[config.mk]
export PLATFORM = sky130hd
export DESIGN_NAME = irq_priority_controller_flat
export DESIGN_NICKNAME = d
export VERILOG_FILES = /design/src/rtl/irq_priority_controller_if.sv /design/src/rtl/irq_priority_controller.sv /design/src/flat_wrapper.sv
export SDC_FILE = /design/constraint.sdc
export NUM_CORES = 1
export LEC_CHECK = 0
export CORE_ASPECT_RATIO = 1.1
export CORE_MARGIN = 1.5
export CORE_UTILIZATION = 35
export DETAILED_ROUTE_END_ITERATION = 7
export HOLD_SLACK_MARGIN = 0.06
export PLACE_DENSITY = 0.79
export SETUP_SLACK_MARGIN = 0.1
export SLEW_MARGIN = 20
export SYNTH_ARGS = -nofsm -noshare
export SYNTH_HDL_FRONTEND = slang
export SYNTH_SLANG_ARGS = --single-unit
[constraint.sdc]
create_clock -name clk -period 1.8 [get_ports clk]
set_clock_uncertainty 0.1 [all_clocks]
set_input_delay 0.18 -clock clk [delete_from_list [all_inputs] [get_ports clk]]
set_output_delay 0.18 -clock clk [all_outputs]
set_load 0.03 [all_outputs]
[src/rtl/irq_priority_controller_if.sv]
// irq_priority_controller_if
// Bundles the control-unit handshake, interrupt lines and mask bus of the
// interrupt priority controller.
//   irq, nmi, cpu_busy, instr_boundary, int_ack, eret, mask_we, mask_wdata
//       : driven by the core / interrupt sources (master side)
//   int_req, int_nmi, int_id, vector, store_restore, in_service, mask
//       : driven by the controller (slave side)
interface irq_priority_controller_if #(
    parameter int N_SRC = 4,
    parameter int ID_W  = 2
);
    logic [N_SRC-1:0] irq;
    logic             nmi;
    logic             cpu_busy;
    logic             instr_boundary;
    logic             int_ack;
    logic             eret;
    logic             mask_we;
    logic [N_SRC-1:0] mask_wdata;

    logic             int_req;
    logic             int_nmi;
    logic [ID_W-1:0]  int_id;
    logic [31:0]      vector;
    logic [1:0]       store_restore;
    logic             in_service;
    logic [N_SRC-1:0] mask;

    // Core / source side
    modport master (
        output irq, nmi, cpu_busy, instr_boundary, int_ack, eret, mask_we, mask_wdata,
        input  int_req, int_nmi, int_id, vector, store_restore, in_service, mask
    );

    // Controller side
    modport slave (
        input  irq, nmi, cpu_busy, instr_boundary, int_ack, eret, mask_we, mask_wdata,
        output int_req, int_nmi, int_id, vector, store_restore, in_service, mask
    );
endinterface

[src/rtl/irq_priority_controller.sv]
// irq_priority_controller
// Fixed-priority interrupt controller for the multi-cycle MIPS core. Accepts
// N_SRC level-sensitive maskable lines (bit 0 highest priority) and one
// edge-detected NMI, requests service at instruction boundaries, sequences
// context store/restore and supplies the handler vector.
// Ports:
//   clk    : system clock, rising edge
//   reset  : synchronous, active-high
//   bus    : irq_priority_controller_if.slave (handshake, lines, mask bus)
module irq_priority_controller #(
    parameter int          N_SRC         = 4,
    parameter int          ID_W          = 2,
    parameter logic [31:0] VECTOR_BASE   = 32'h0000_0100,
    parameter logic [31:0] VECTOR_STRIDE = 32'h0000_0010,
    parameter logic [31:0] NMI_VECTOR    = 32'h0000_0080
) (
    input logic                      clk,
    input logic                      reset,
    irq_priority_controller_if.slave bus
);

    typedef enum logic [2:0] {
        IDLE,
        REQ,
        SAVE,
        SERVICE,
        RESTORE
    } state_t;

    state_t           state;
    state_t           next_state;

    logic [N_SRC-1:0] mask_q;
    logic             nmi_d;
    logic             nmi_pend;
    logic             lat_nmi;
    logic [ID_W-1:0]  lat_id;
    logic [31:0]      lat_vec;

    logic [N_SRC-1:0] cand;
    logic             cand_any;
    logic [ID_W-1:0]  win_id;
    logic [31:0]      win_vec;
    logic             nmi_edge;
    logic             accept_nmi;
    logic             accept_irq;

    // Pick the lowest-indexed enabled line; scanning downward lets the
    // lowest set index overwrite any higher one.
    always_comb begin
        cand     = bus.irq & mask_q;
        cand_any = |cand;
        win_id   = '0;
        for (int i = N_SRC - 1; i >= 0; i--) begin
            if (cand[i]) begin
                win_id = ID_W'(i);
            end
        end
        win_vec = VECTOR_BASE + (32'(win_id) * VECTOR_STRIDE);
    end

    // Acceptance is only possible at an instruction boundary in IDLE. A
    // pending NMI always wins and is not held off by cpu_busy.
    always_comb begin
        nmi_edge   = bus.nmi & ~nmi_d;
        accept_nmi = (state == IDLE) && bus.instr_boundary && nmi_pend;
        accept_irq = (state == IDLE) && bus.instr_boundary && !nmi_pend
                     && cand_any && !bus.cpu_busy;
    end

    // State register.
    always_ff @(posedge clk) begin
        if (reset) begin
            state <= IDLE;
        end else begin
            state <= next_state;
        end
    end

    // Next-state logic. SAVE and RESTORE are single-cycle; no nesting while
    // a handler runs, so new events just wait in IDLE.
    always_comb begin
        next_state = state;
        unique case (state)
            IDLE:    if (accept_nmi || accept_irq) next_state = REQ;
            REQ:     if (bus.int_ack) next_state = SAVE;
            SAVE:    next_state = SERVICE;
            SERVICE: if (bus.eret) next_state = RESTORE;
            RESTORE: next_state = IDLE;
            default: next_state = IDLE;
        endcase
    end

    // Mask, NMI edge detection and the request latch. A new NMI edge in the
    // same cycle as the NMI being accepted keeps the pending flag set, so
    // that edge is not lost.
    always_ff @(posedge clk) begin
        if (reset) begin
            mask_q   <= '0;
            nmi_d    <= 1'b0;
            nmi_pend <= 1'b0;
            lat_nmi  <= 1'b0;
            lat_id   <= '0;
            lat_vec  <= '0;
        end else begin
            nmi_d <= bus.nmi;
            if (nmi_edge) begin
                nmi_pend <= 1'b1;
            end else if ((state == REQ) && bus.int_ack && lat_nmi) begin
                nmi_pend <= 1'b0;
            end
            if (bus.mask_we) begin
                mask_q <= bus.mask_wdata;
            end
            if (accept_nmi) begin
                lat_nmi <= 1'b1;
                lat_id  <= '0;
                lat_vec <= NMI_VECTOR;
            end else if (accept_irq) begin
                lat_nmi <= 1'b0;
                lat_id  <= win_id;
                lat_vec <= win_vec;
            end
        end
    end

    // Moore outputs. The latched request is only exposed outside IDLE so
    // the bus reads all-zero when nothing is being requested or serviced.
    always_comb begin
        bus.int_req       = (state == REQ);
        bus.in_service    = (state == SERVICE) || (state == RESTORE);
        bus.store_restore = 2'b00;
        if (state == SAVE) begin
            bus.store_restore = 2'b01;
        end else if (state == RESTORE) begin
            bus.store_restore = 2'b10;
        end
        bus.int_nmi = (state != IDLE) && lat_nmi;
        bus.int_id  = (state != IDLE) ? lat_id : '0;
        bus.vector  = (state != IDLE) ? lat_vec : '0;
        bus.mask    = mask_q;
    end

endmodule

[src/flat_wrapper.sv]
// flat-port wrapper written by rule: the top's interface ports become plain ports
module irq_priority_controller_flat 
#(
    parameter int          N_SRC         = 4,
    parameter int          ID_W          = 2,
    parameter logic [31:0] VECTOR_BASE   = 32'h0000_0100,
    parameter logic [31:0] VECTOR_STRIDE = 32'h0000_0010,
    parameter logic [31:0] NMI_VECTOR    = 32'h0000_0080
)
  (clk, reset, bus_irq, bus_nmi, bus_cpu_busy, bus_instr_boundary, bus_int_ack, bus_eret, bus_mask_we, bus_mask_wdata, bus_int_req, bus_int_nmi, bus_int_id, bus_vector, bus_store_restore, bus_in_service, bus_mask);
  irq_priority_controller_if #(.N_SRC(N_SRC), .ID_W(ID_W)) bus_i ();
  input logic clk;
  input logic reset;
  input wire logic [$bits(bus_i.irq)-1:0] bus_irq;
  input wire logic [$bits(bus_i.nmi)-1:0] bus_nmi;
  input wire logic [$bits(bus_i.cpu_busy)-1:0] bus_cpu_busy;
  input wire logic [$bits(bus_i.instr_boundary)-1:0] bus_instr_boundary;
  input wire logic [$bits(bus_i.int_ack)-1:0] bus_int_ack;
  input wire logic [$bits(bus_i.eret)-1:0] bus_eret;
  input wire logic [$bits(bus_i.mask_we)-1:0] bus_mask_we;
  input wire logic [$bits(bus_i.mask_wdata)-1:0] bus_mask_wdata;
  output wire logic [$bits(bus_i.int_req)-1:0] bus_int_req;
  output wire logic [$bits(bus_i.int_nmi)-1:0] bus_int_nmi;
  output wire logic [$bits(bus_i.int_id)-1:0] bus_int_id;
  output wire logic [$bits(bus_i.vector)-1:0] bus_vector;
  output wire logic [$bits(bus_i.store_restore)-1:0] bus_store_restore;
  output wire logic [$bits(bus_i.in_service)-1:0] bus_in_service;
  output wire logic [$bits(bus_i.mask)-1:0] bus_mask;
  assign bus_i.irq = bus_irq;
  assign bus_i.nmi = bus_nmi;
  assign bus_i.cpu_busy = bus_cpu_busy;
  assign bus_i.instr_boundary = bus_instr_boundary;
  assign bus_i.int_ack = bus_int_ack;
  assign bus_i.eret = bus_eret;
  assign bus_i.mask_we = bus_mask_we;
  assign bus_i.mask_wdata = bus_mask_wdata;
  assign bus_int_req = bus_i.int_req;
  assign bus_int_nmi = bus_i.int_nmi;
  assign bus_int_id = bus_i.int_id;
  assign bus_vector = bus_i.vector;
  assign bus_store_restore = bus_i.store_restore;
  assign bus_in_service = bus_i.in_service;
  assign bus_mask = bus_i.mask;
  irq_priority_controller #(.N_SRC(N_SRC), .ID_W(ID_W), .VECTOR_BASE(VECTOR_BASE), .VECTOR_STRIDE(VECTOR_STRIDE), .NMI_VECTOR(NMI_VECTOR)) u_core (.clk(clk), .reset(reset), .bus(bus_i));
endmodule
==> summary.txt <==
Min path
  • Hold Path Depth: 2
  • Hold Path Class: reg2reg

Critical path
  • Crit end category: primary output
  • R2R setup slack: 0.23 ns
  • Worst R2R End: u_core.state[0]$_SDFFE_PP0P_
  • Cell family contributing the most delay on the critical path: simple AND/OR/NAND/NOR gates
  • Slowest stage delay, CP: 0.38 ns
  • Worst path depth: 4
  • Critical Path End: bus_int_id[0]
  • Worst r2r src: u_core.state[0]$_SDFFE_PP0P_
  • CP Max Fanout: 7
  • CP Data Arrival Time: 1.37 ns
  • CP startpoint kind: register
  • Worst path cell trace: nor3_4 -> buf_4 -> and2b_2 -> buf_2
  • Register-to-Register Path Depth: 5
  • Buf/Inv on CP: 2
  • Critical path type: reg2out
  • Worst Setup SP: u_core.state[0]$_SDFFE_PP0P_
  • Slowest stage cell, crit path: dfxtp_4
  • Data required, critical path: 1.52 ns

Cells and area
  • Fin cells: 161
  • Fin util: 47.6%
  • Final net count: 148
  • Area grow syn2layout: 25.4%
  • Ant diodes: 0
  • Layout cells sized above 1: 23.7%
  • Fill count: 242

Drt
  • Vias post-DR: 696
  • Drt via density: 4.32
  • Met2 Wirelength: 837 um
  • Residual DRC: 0
  • Top Layer Used: met3
  • Initial DRC count: 5
  • Routed metal-1 wire length: 635 um
  • Routed WL: 1630 um
  • Routed length on met3: 158 um
  • Drt wl/cell: 10.1 um
  • Pre-Repair DR Iteration Count: 4
  • DRT antenna net count: 0

Clocking
  • CTS tree: built
  • Worst skew pair latency: 0.27 ns
  • CTS root buf: clkbuf_4
  • CTS max path bufs: 2
  • CTS sink cnt: 13
  • Clock transition at the registers of the reported paths: 0.08 ns
  • TritonCTS Buffers: 3
  • CTS Hold Bufs: 0
  • H-Tree Depth: 1

STA
  • Min Clock Period, post-route: 1.65 ns
  • Sum Neg Setup Slack: 0 ns
  • RSZ-0062 raised after global routing: true
  • FMAX: 606 MHz
  • Slew Viols, Final: 0
  • Hold Fails Final Rpt: 0
  • Number of setup violations in the final report: 0
  • Tcrit/Tclk final: 91.6%

Floorplan
  • Core Area: 2300 um^2
  • Boundary pin count: 59
  • Die Span X: 50.6 um
  • Die Y: 55.4 um
  • Die area: 2800 um^2
  • Starting Density: 38.0%
  • Row cnt: 18

Synth
  • Area leader, netlist: dfxtp_1
  • Synth top area share: 29.8%
  • Syn avg cell area: 8.72 um^2
  • Post-synthesis cell area: 872 um^2
  • Number of synthesized register bits: 13
  • Post-synth cell types: 30
  • Cells after Synth: 100
  • Seq/Total Area, Yosys: 29.8%
  • Number of synthesized flops with an enable pin: 0
  • Top_reg_cell synth: dfxtp_1
  • Main area contributors after synthesis: dfxtp_1 (30%), buf_4 (27%), mux2i_1 (4.6%)
  • Synth warn: 0
  • Fraction of registers with async set/reset: 0%

GRT
  • First-pass GRT wire length: 2520 um
  • Vias in the first global route: 611
  • Global route overflow: 0
  • Antenna violations before repair: 0
  • Largest net degree at the start of global routing: 11
  • GRT Util Overall: 11.6%

Outcome
  • Outcome: complete, no violations

Job
  • Max cap viols: 0

Power and ir drop
  • Worst vdd ir: 0.285 mV
  • Overall power: 0.738 mW
  • Power per Cell Area: 674 nW/um^2
  • Leakage: 0.503 nW

Place
  • Routability-driven placement congestion ratio: 0.734
  • Detailed placement HPWL: 1290 um
  • Placed cells: 156
  • IO buf count: 30
[registers in the layout, indices dropped and copies added, names as in the netlist]
| name | count |
|---|---|
| u_core.bus.mask | 4 |
| u_core.lat_id | 1 |
| u_core.lat_nmi | 1 |
| u_core.lat_vec | 2 |
| u_core.nmi_d | 1 |
| u_core.nmi_pend | 1 |
| u_core.state | 3 |
[area by class of cell]
cell class | count | area, um^2 | share of cell area [%]
Clock buffer | 4 | 26.3 | 2.40
Inverter | 3 | 11.3 | 1.03
Multi-Input combinational cell | 77 | 460 | 42.1
Sequential cell | 13 | 265 | 24.3
Tap cell | 30 | 37.5 | 3.43
Timing Repair Buffer | 34 | 293 | 26.8
[synth_stat cells, types with 2 or more instances]
master,instances
buf_4,31
dfxtp_1,13
nor2_1,8
a21oi_1,7
mux2i_1,4
nand2_1,4
and2b_2,3
and3_2,3
inv_1,3
a22o_1,2
clkbuf_1,2
nor3_1,2
[how the worst min path moves through the flow]
stage                     slack (ns)                             to                     startpoint
final                           0.36  u_core.lat_id[0]$_SDFFE_PP0P_  u_core.lat_id[0]$_SDFFE_PP0P_
after global routing            0.37  u_core.lat_id[0]$_SDFFE_PP0P_  u_core.lat_id[0]$_SDFFE_PP0P_
after CTS                       0.36  u_core.lat_id[0]$_SDFFE_PP0P_  u_core.lat_id[0]$_SDFFE_PP0P_
after detailed placement        0.35  u_core.lat_id[0]$_SDFFE_PP0P_  u_core.lat_id[0]$_SDFFE_PP0P_
after global placement          0.34  u_core.lat_id[0]$_SDFFE_PP0P_  u_core.lat_id[0]$_SDFFE_PP0P_
after floorplan                 0.21        u_core.nmi_d$_SDFF_PP0_                        bus_nmi
[cell families after synthesis]
group / after synthesis / synth area share (%)
DFF: 13 / 29.8
and+or+nand+nor: 27 / 18.5
other: 1 / 0.430
buffers and inverters: 37 / 30.1
AOI/OAI and AO/OA: 18 / 16.5
muxes: 4 / 4.59
[timing repair]
action,4_1_cts,5_1_grt
buffers inserted,0,1
pin swaps,1,1
resized for setup,20,14
hold endpoints to repair,0,0
endpoints found under the setup margin,9,9
[worst min-delay path, cell delays in order (launching register included)]
cell and delay [ns]:
dfxtp_1 0.32, nand2_1 0.05, a21oi_1 0.05
[layer usage]
metal	up-vias	GRT usage [%]
met5	-	0
met4	0	5.79
li1	345	-
met1	312	13.9
met2	39	18.8
met3	0	2.97
[report_power, final]
| group | leakage (nW) | switching (mW) | total (mW) | internal (mW) |
|---|---|---|---|---|
| Sequential | 0.108 | 0.0159 | 0.319 | 0.303 |
| Clock | 0.0150 | 0.0888 | 0.174 | 0.0857 |
| Combinational | 0.380 | 0.155 | 0.244 | 0.0893 |
[placed cells by master, fill, tap and decap left out, types with 2 or more instances in the layout]
| cell type | count |
|---|---|
| a21oi_1 | 7 |
| and2b_2 | 3 |
| clkbuf_4 | 3 |
| clkbuf_2 | 2 |
| nor3_1 | 2 |
| clkdlybuf4s50_1 | 19 |
| a22o_1 | 2 |
| nor2_1 | 8 |
| mux2i_1 | 4 |
| nand2_1 | 4 |
| inv_1 | 3 |
| conb_1 | 28 |
| and3_2 | 3 |
| dfxtp_1 | 11 |
| buf_2 | 4 |
| buf_4 | 7 |
[metrics by stage]
step / hold WS (ns) / setup WS, ns / area, um^2
2_1_floorplan: 0.208 / 0.199 / 978
5_1_grt: 0.374 / 0.0825 / 1090
3_5_place_dp: 0.350 / 0.00302 / 1080
6_report: 0.355 / 0.151 / 1090
4_1_cts: 0.361 / 0.0299 / 1110
3_3_place_gp: 0.344 / 0.0875 / 1080
(Power assumes the default switching activity.)
